<file path="src/rtl/fifo_sync_par.sv">
// rtl/fifo_sync_par.sv - parametrised single-clock FIFO with exact count, level flags, sticky errors, parity and FWFT
module fifo_sync_par #(
    parameter int FIFO_WIDTH   = 64,
    parameter int FIFO_DEPTH   = 8,
    parameter int FIFO_BITS    = $clog2(FIFO_DEPTH),
    parameter int AFULL_LEVEL  = FIFO_DEPTH - 1,
    parameter int AEMPTY_LEVEL = 1,
    parameter int FWFT         = 0
) (
    input  logic                  clk,
    input  logic                  reset,
    input  logic [FIFO_WIDTH-1:0] data_in,
    input  logic                  write_n,
    input  logic                  read_n,
    input  logic                  parity_inject,
    input  logic                  clr_err,
    output logic [FIFO_WIDTH-1:0] data_out,
    output logic                  parity_err,
    output logic [FIFO_BITS:0]    fifo_counter,
    output logic                  fifo_full,
    output logic                  fifo_empty,
    output logic                  fifo_afull,
    output logic                  fifo_aempty,
    output logic                  overflow,
    output logic                  underflow
);

    localparam logic [FIFO_BITS:0]   DEPTH_C  = (FIFO_BITS+1)'(FIFO_DEPTH);
    localparam logic [FIFO_BITS:0]   AFULL_C  = (FIFO_BITS+1)'(AFULL_LEVEL);
    localparam logic [FIFO_BITS:0]   AEMPTY_C = (FIFO_BITS+1)'(AEMPTY_LEVEL);
    localparam logic [FIFO_BITS-1:0] PTR_MAX  = FIFO_BITS'(FIFO_DEPTH - 1);

    // Each word carries its even-parity bit in the top position
    logic [FIFO_WIDTH:0]   mem [FIFO_DEPTH];
    logic [FIFO_BITS-1:0]  wr_ptr;
    logic [FIFO_BITS-1:0]  rd_ptr;
    logic [FIFO_BITS:0]    count;
    logic                  rd_acc;
    logic                  wr_acc;
    logic [FIFO_WIDTH:0]   head;
    logic                  head_perr;

    assign rd_acc    = !read_n && (count != '0);
    assign wr_acc    = !write_n && ((count < DEPTH_C) || rd_acc);
    assign head      = mem[rd_ptr];
    assign head_perr = ^head;

    assign fifo_counter = count;
    assign fifo_full    = (count == DEPTH_C);
    assign fifo_empty   = (count == '0);
    assign fifo_afull   = (count >= AFULL_C);
    assign fifo_aempty  = (count <= AEMPTY_C);

    // Storage write; memory is deliberately left out of reset
    always_ff @(posedge clk) begin
        if (wr_acc) begin
            mem[wr_ptr] <= {(^data_in) ^ parity_inject, data_in};
        end
    end

    // Pointers wrap explicitly at FIFO_DEPTH-1 so odd depths work; count tracks net accepts
    always_ff @(posedge clk or posedge reset) begin
        if (reset) begin
            wr_ptr <= '0;
            rd_ptr <= '0;
            count  <= '0;
        end else begin
            if (wr_acc) begin
                wr_ptr <= (wr_ptr == PTR_MAX) ? '0 : wr_ptr + 1'b1;
            end
            if (rd_acc) begin
                rd_ptr <= (rd_ptr == PTR_MAX) ? '0 : rd_ptr + 1'b1;
            end
            case ({wr_acc, rd_acc})
                2'b10:   count <= count + 1'b1;
                2'b01:   count <= count - 1'b1;
                default: count <= count;
            endcase
        end
    end

    // Sticky error flags; a new error in the clearing cycle keeps the flag set
    always_ff @(posedge clk or posedge reset) begin
        if (reset) begin
            overflow  <= 1'b0;
            underflow <= 1'b0;
        end else begin
            if (!write_n && !wr_acc) begin
                overflow <= 1'b1;
            end else if (clr_err) begin
                overflow <= 1'b0;
            end
            if (!read_n && (count == '0)) begin
                underflow <= 1'b1;
            end else if (clr_err) begin
                underflow <= 1'b0;
            end
        end
    end

    generate
        if (FWFT != 0) begin : g_fwft
            assign data_out   = head[FIFO_WIDTH-1:0];
            assign parity_err = !fifo_empty && head_perr;
        end else begin : g_reg
            logic [FIFO_WIDTH-1:0] data_q;
            logic                  perr_q;

            // Registered read: capture the head word and its parity check on each accepted read
            always_ff @(posedge clk or posedge reset) begin
                if (reset) begin
                    data_q <= '0;
                    perr_q <= 1'b0;
                end else if (rd_acc) begin
                    data_q <= head[FIFO_WIDTH-1:0];
                    perr_q <= head_perr;
                end
            end

            assign data_out   = data_q;
            assign parity_err = perr_q;
        end
    endgenerate

endmodule
</file>
<file path="config.mk">
export PLATFORM = sky130hd
export DESIGN_NAME = fifo_sync_par
export DESIGN_NICKNAME = d
export VERILOG_FILES = /design/src/rtl/fifo_sync_par.sv
export SDC_FILE = /design/constraint.sdc
export NUM_CORES = 1
export LEC_CHECK = 0
export CORE_MARGIN = 2
export CORE_UTILIZATION = 59
export CTS_BUF_LIST = sky130_fd_sc_hd__clkbuf_4 sky130_fd_sc_hd__clkbuf_8
export DETAILED_ROUTE_END_ITERATION = 6
export GPL_TIMING_DRIVEN = 0
export PLACE_DENSITY = 0.83
export REMOVE_ABC_BUFFERS = 1
export SYNTH_ARGS = -nofsm -noshare
export SYNTH_HDL_FRONTEND = slang
export SYNTH_SLANG_ARGS = --single-unit
</file>
<file path="constraint.sdc">
create_clock -name clk -period 7.7 [get_ports clk]
set_input_delay 0.77 -clock clk [delete_from_list [all_inputs] [get_ports clk]]
set_output_delay 0.77 -clock clk [all_outputs]
set_load 0.005 [all_outputs]
</file>
=== After elaboration in Yosys (flattened, before gate mapping) ===
Memory sizes are Yosys's and may differ from the RTL's.
Cells that the tools add are included.

* Output and inout port bits: 75
* Memory bits (read-only): 0
* Latch bits: 0
* Memories kept: 1
* Bits in registers: 77
* Input bits: 70
* Bits in writable memories: 520
* Word-level logic and storage cells: 44

* Multiplexer cells: 8
* Multiply operators: 0
* Reduce and logical (&&, ||, !) cells: 15
* Shift-type cells: 0
* Eq/ne operators: 5
* Magnitude comparators: 3
* Div/mod/pow operators: 0
* Add/subtract/negate cells: 4
* Bitwise operators: 1

{| class="wikitable"
|+ Memory list
! memory !! depth !! bits a word !! rd ports !! clocked after memory_dff !! wr ports !! line !! RTL
|-
| mem || 8 || 65 || 1 || 0 || 1 || 34 || <nowiki>logic [FIFO_WIDTH:0] mem [FIFO_DEPTH];</nowiki>
|}

{| class="wikitable"
|+ Operators with widths
! operator !! number
|-
| parity 65 bit || 1
|-
| parity 64 bit || 1
|-
| case mux 4 bit (2 select lines) || 1
|-
| adder 3 x 1 -> 3 bit, second input constant || 2
|-
| == test 3 bit, second input constant || 2
|-
| two-way mux 3 bit || 2
|-
| nonzero test 2 bit || 3
|-
| two-way mux 1 bit || 5
|-
| adder 4 x 1 -> 4 bit, second input constant || 1
|-
| == test 4 bit, second input constant || 1
|-
| >= comparator 4 x 3 -> 1 bit, second input constant || 1
|-
| <= comparator 4 x 1 -> 1 bit, second input constant || 1
|-
| logical AND 1 bit || 4
|-
| zero test 4 bit || 1
|-
| < comparator 4 bit, second input constant || 1
|-
| nonzero test 4 bit || 1
|-
| subtractor 4 x 1 -> 4 bit, second input constant || 1
|-
| zero test 1 bit || 3
|-
| == test 2 x 1 -> 1 bit, second input constant || 1
|-
| == test 2 bit, second input constant || 1
|-
| logical OR 1 bit || 1
|-
| XOR 1 bit || 1
|}

=== Logic depth before layout (Yosys ltp) ===
* Word-level depth: 7
* Depth in mapped cells: 16
* Gate-level depth less buffers: 9

=== Least setup slack after synthesis ===
OpenSTA, ideal clock, no wires.

* Path type: input to register
* From: input read_n
* To: memory mem[1][0] (netlist bit) (enable)
* Data arrival time: 5.706 ns
* Setup slack: 1.427 ns
* Stages: 3
* Buffers on the path: 0
* Required time: 7.132 ns
* Library setup time: 0.568 ns
* Cells stage by stage: a21oi_1 -> nand2_1 -> nor3_1

* Longest elaborated chain between the ends: 6

{| class="wikitable"
|+ RTL lines
! what !! line !! RTL
|-
| start, declared || 14 || <nowiki>input logic read_n,</nowiki>
|-
| zero test 1 bit || 43 || <nowiki>assign rd_acc = !read_n && (count != '0);</nowiki>
|-
| logical AND 1 bit || 43 ||
|-
| logical OR 1 bit || 44 || <nowiki>assign wr_acc = !write_n && ((count < DEPTH_C) || rd_acc);</nowiki>
|-
| logical AND 1 bit || 44 ||
|-
| two-way mux 1 bit || 56 || <nowiki>if (wr_acc) begin</nowiki>
|-
| two-way mux 1 bit (not written as such) || 57 || <nowiki>mem[wr_ptr] <= {(^data_in) ^ parity_inject, data_in};</nowiki>
|-
| end, declared || 34 ||
|}

Every way passes these cells.

=== Worst setup path after layout ===
* From: register rd_ptr[0]
* To: register g_reg.perr_q, in the netlist parity_err

* Longest elaborated chain between the ends: 2

{| class="wikitable"
|+ RTL lines
! what !! line !! RTL
|-
| start, declared || 36 || <nowiki>logic [FIFO_BITS-1:0] rd_ptr;</nowiki>
|-
| start signal, assigned || 72 || <nowiki>rd_ptr <= (rd_ptr == PTR_MAX) ? '0 : rd_ptr + 1'b1;</nowiki>
|-
| memory (8 x 65 bit) || -- ||
|-
| parity 65 bit || 46 || <nowiki>assign head_perr = ^head;</nowiki>
|-
| end signal, assigned || 116 || <nowiki>perr_q <= head_perr;</nowiki>
|-
| end, declared || 107 || <nowiki>logic perr_q;</nowiki>
|}

Every way passes these cells.
A chain may end at the register's enable or synchronous reset.

==> metrics.txt <==
status=completed; largest net degree at the start of global routing=57; RSZ-0062 raised after global routing=no; Power per Cell Area=446 nW/um^2; setup slack at placement=between 2000 and 3000 ps; Setup Buffers After CTS=0; crit path time final=between 4000 and 5000 ps; synth-to-layout area growth=18.1%; Placer Congestion=around 0.75; Synth area leader=edfxtp_1; worst-case clock buffer depth=3; Req. time, crit path=a little over 8000 ps; critical path's top delay family=XOR/XNOR gates; Post-synth EDFFs=between 500 and 600; crit path kind=reg -> reg; Post-DP Area=between 20,000 and 30,000 sq um; CTS Root Cell=clkbuf_8; crit-path max cell delay=between 1000 and 1500 ps; Die Ht=approximately 200 um; Slew headroom=under 10%; synth unique cells=43; CP Launch Point=rd_ptr[0]; vias in the first global route=12,600; worst setup margin=between 2000 and 3000 ps; Hold Crit Start=data_out[37]; Synth area leaders=edfxtp_1 66%, mux4_2 9.5%, dfrtp_1 8.1%; hold path depth=2; global route overflow=0; starting density of the core=roughly three fifths; initial antenna violation count=4; Worst-path clk slew=~60 ps; CTS Sinks=around 600; Worst-Margin Slew=1370 ps; Final Hold Fails=0; RR Endpoint=parity_err; sequential area share after synthesis=73.7%; Slew Viols, Final=0; fin area=around 28,000 sq um; cell mode on critical path=xnor3_1; I/O pin cnt=~150; maximum vdd drop=around 0.0006 V; # rows=73; Leak=9.56 nW; die width=between 200 and 250 um; maxcap violations=0; CP cell instances=buf_16 > nor2b_2 > a22oi_1 > o21ai_0 > xor2_1 > xnor3_1 > xnor3_1 > xnor3_1 > xnor3_1 > o21ai_1; setup TNS=0 ps; post-synthesis sequential element count=597; first-pass GRT wire length=74.9 mm; TritonCTS clock tree=yes; routed vias/inst=5.84; Post-Syn Area=about 24,000 sq um; CTS Hold Bufs=0; non-filler cells, final=2,057; Routed Antenna Nets=0; worst reg2reg path depth=10; hold endpoint=data_out[37]; share of layout cells above drive strength 1=between 20% and 30%; clk_skew=approximately 19 ps; Core ar.=about 40,000 sq um; post-CTS sizing=0; average cell area after synthesis=between 15 and 20 sq um; Main synth FF type=edfxtp_1; Synthesis Warnings=0; critical path's slowest cell=nor2b_2; fmax=roughly 0.20 GHz; 1st-iter DRT viols=approximately 1,300; total of fill cells in the finished design=about 2,400; Arrival @ worst endpoint=about 5500 ps; Reg area=between 15,000 and 20,000 sq um; worst hold-check path type=reg -> reg; reg2reg start=rd_ptr[0]; Routed WL per cell=around 24 um; Vias=approximately 12,000; DP Cell Count=1,890; Total Routing Usage GR=between 20% and 30%; DP HPWL=around 32 mm; CP Launch Type=flop; Finished Core Util=70.6%; IO Port Bufs=144; Async S/R FF share, synth=approximately an eighth; Tcrit/Tclk final=between 60% and 70%; post-synth top area share=roughly 66%; crit end category=flop; Gate Count Post-Synth=about 1,200; DRC viols=0; routed wire length=between 40 and 50 mm; final setup violation count=0; reg2reg setup slack=2720 ps; die area=roughly 42,000 sq um; drt first pass iters=7; total CTS buffers=91; WP buf/inv=1; worst skew pair latency=630 ps; nets=between 1,500 and 2,000; CP max FO=31; CTS H-tree depth=3; area occupied by multi-input gates=5860 sq um
## kinds of logic (layout without fill, tap and decap cells)
family / after synthesis / after routing / share of synthesized area, %
flops: 597 / 597 / 73.7
mux: 197 / 197 / 13.8
xor+xnor: 131 / 131 / 5.11
compound gates: 119 / 119 / 2.91
simple gates: 119 / 119 / 2.06
buf+inv: 69 / 360 / 2.01
fa+ha+maj: 8 / 8 / 0.420
other cells: 0 / 1 / 0
## cell usage in the layout (no fill, tap or decap), drive strengths merged, types with 20 or more instances in the layout
| cell type | synthesis | final |
|---|---|---|
| a22oi | 21 | 21 |
| buf | 43 | 40 |
| clkbuf | 16 | 141 |
| clkdlybuf4s50 | 0 | 144 |
| clkinv | 1 | 20 |
| dfrtp | 77 | 77 |
| edfxtp | 520 | 520 |
| mux2i | 85 | 85 |
| mux4 | 103 | 103 |
| nand2 | 74 | 74 |
| nor2 | 30 | 30 |
| o21ai | 75 | 75 |
| xnor2 | 101 | 101 |
| xor2 | 25 | 25 |
## per-stage QoR
step | power [mW] | hold WS [ps]
detailed placement | 10.1 | 470
finish | 12.6 | 475
CTS | 12.6 | 476
floorplan | 8.38 | 473
global route | 13.1 | 499
global placement | 10.1 | 461
## registers in the layout, indices dropped and copies added, names as in the netlist
| name | count |
|---|---|
| wr_ptr | 3 |
| rd_ptr | 3 |
| mem | 520 |
| parity_err | 1 |
| overflow | 1 |
| fifo_counter | 4 |
| data_out | 64 |
| underflow | 1 |
## where the power goes
group	total (mW)	switching (mW)	internal (mW)
Combinational	5.47	2.57	2.90
Clock	2.54	1.16	1.38
Sequential	4.55	0.350	4.20
Total	12.6	4.08	8.47
## worst min-delay path, stage by stage, from the launching register on
cell	delay, ps
dfrtp_1	340
nand2_1	40
o21ai_0	60
## worst max path at each step
| stage | cells past startpoint | endpoint | slack (ps) |
|---|---|---|---|
| 6_report | 10 | parity_err | 2720 |
| 5_1_grt | 10 | parity_err | 2530 |
| 4_1_cts | 10 | parity_err | 2630 |
| 3_5_place_dp | 10 | parity_err | 2670 |
| 3_3_place_gp | 4 | mem[1][28] | -3680 |
| 2_1_floorplan | 9 | parity_err | 620 |
## metal layers
metal / part of all wire [%] / up-vias / wire, um / track usage [%]
met2: 50 / 469 / 24900 / 40.2
met1: 40 / 6145 / 19800 / 32.9
li1: - / 5299 / - / -
met4: 2.4 / 6 / 1200 / 8.22
met3: 7.5 / 88 / 3740 / 5.55
met5: 0.087 / - / 43 / 0
## cell usage after synthesis, types with 5 or more instances
cell,n
mux2i_1,84
dfrtp_1,77
o21ai_1,12
xnor3_1,5
nand2_1,74
buf_6,14
mux2_2,9
a22oi_1,21
a31oi_1,8
buf_4,9
inv_1,8
ha_1,8
o21ai_0,63
a21oi_1,6
mux4_2,100
buf_2,13
edfxtp_1,520
xnor2_1,101
clkbuf_1,16
a221oi_1,5
nor2_1,29
xor2_1,25
## final cells by class
cell class | instances | share of cell area [%]
Antenna cell | 1 | 0.00890
Clock buffer | 141 | 5.92
Clock inverter | 25 | 0.472
Sequential cell | 597 | 62.4
Multi-Input combinational cell | 574 | 20.8
Timing Repair Buffer | 184 | 7.89
Inverter | 10 | 0.151
Tap cell | 525 | 2.34
Power figures use the tool's default switching activity.
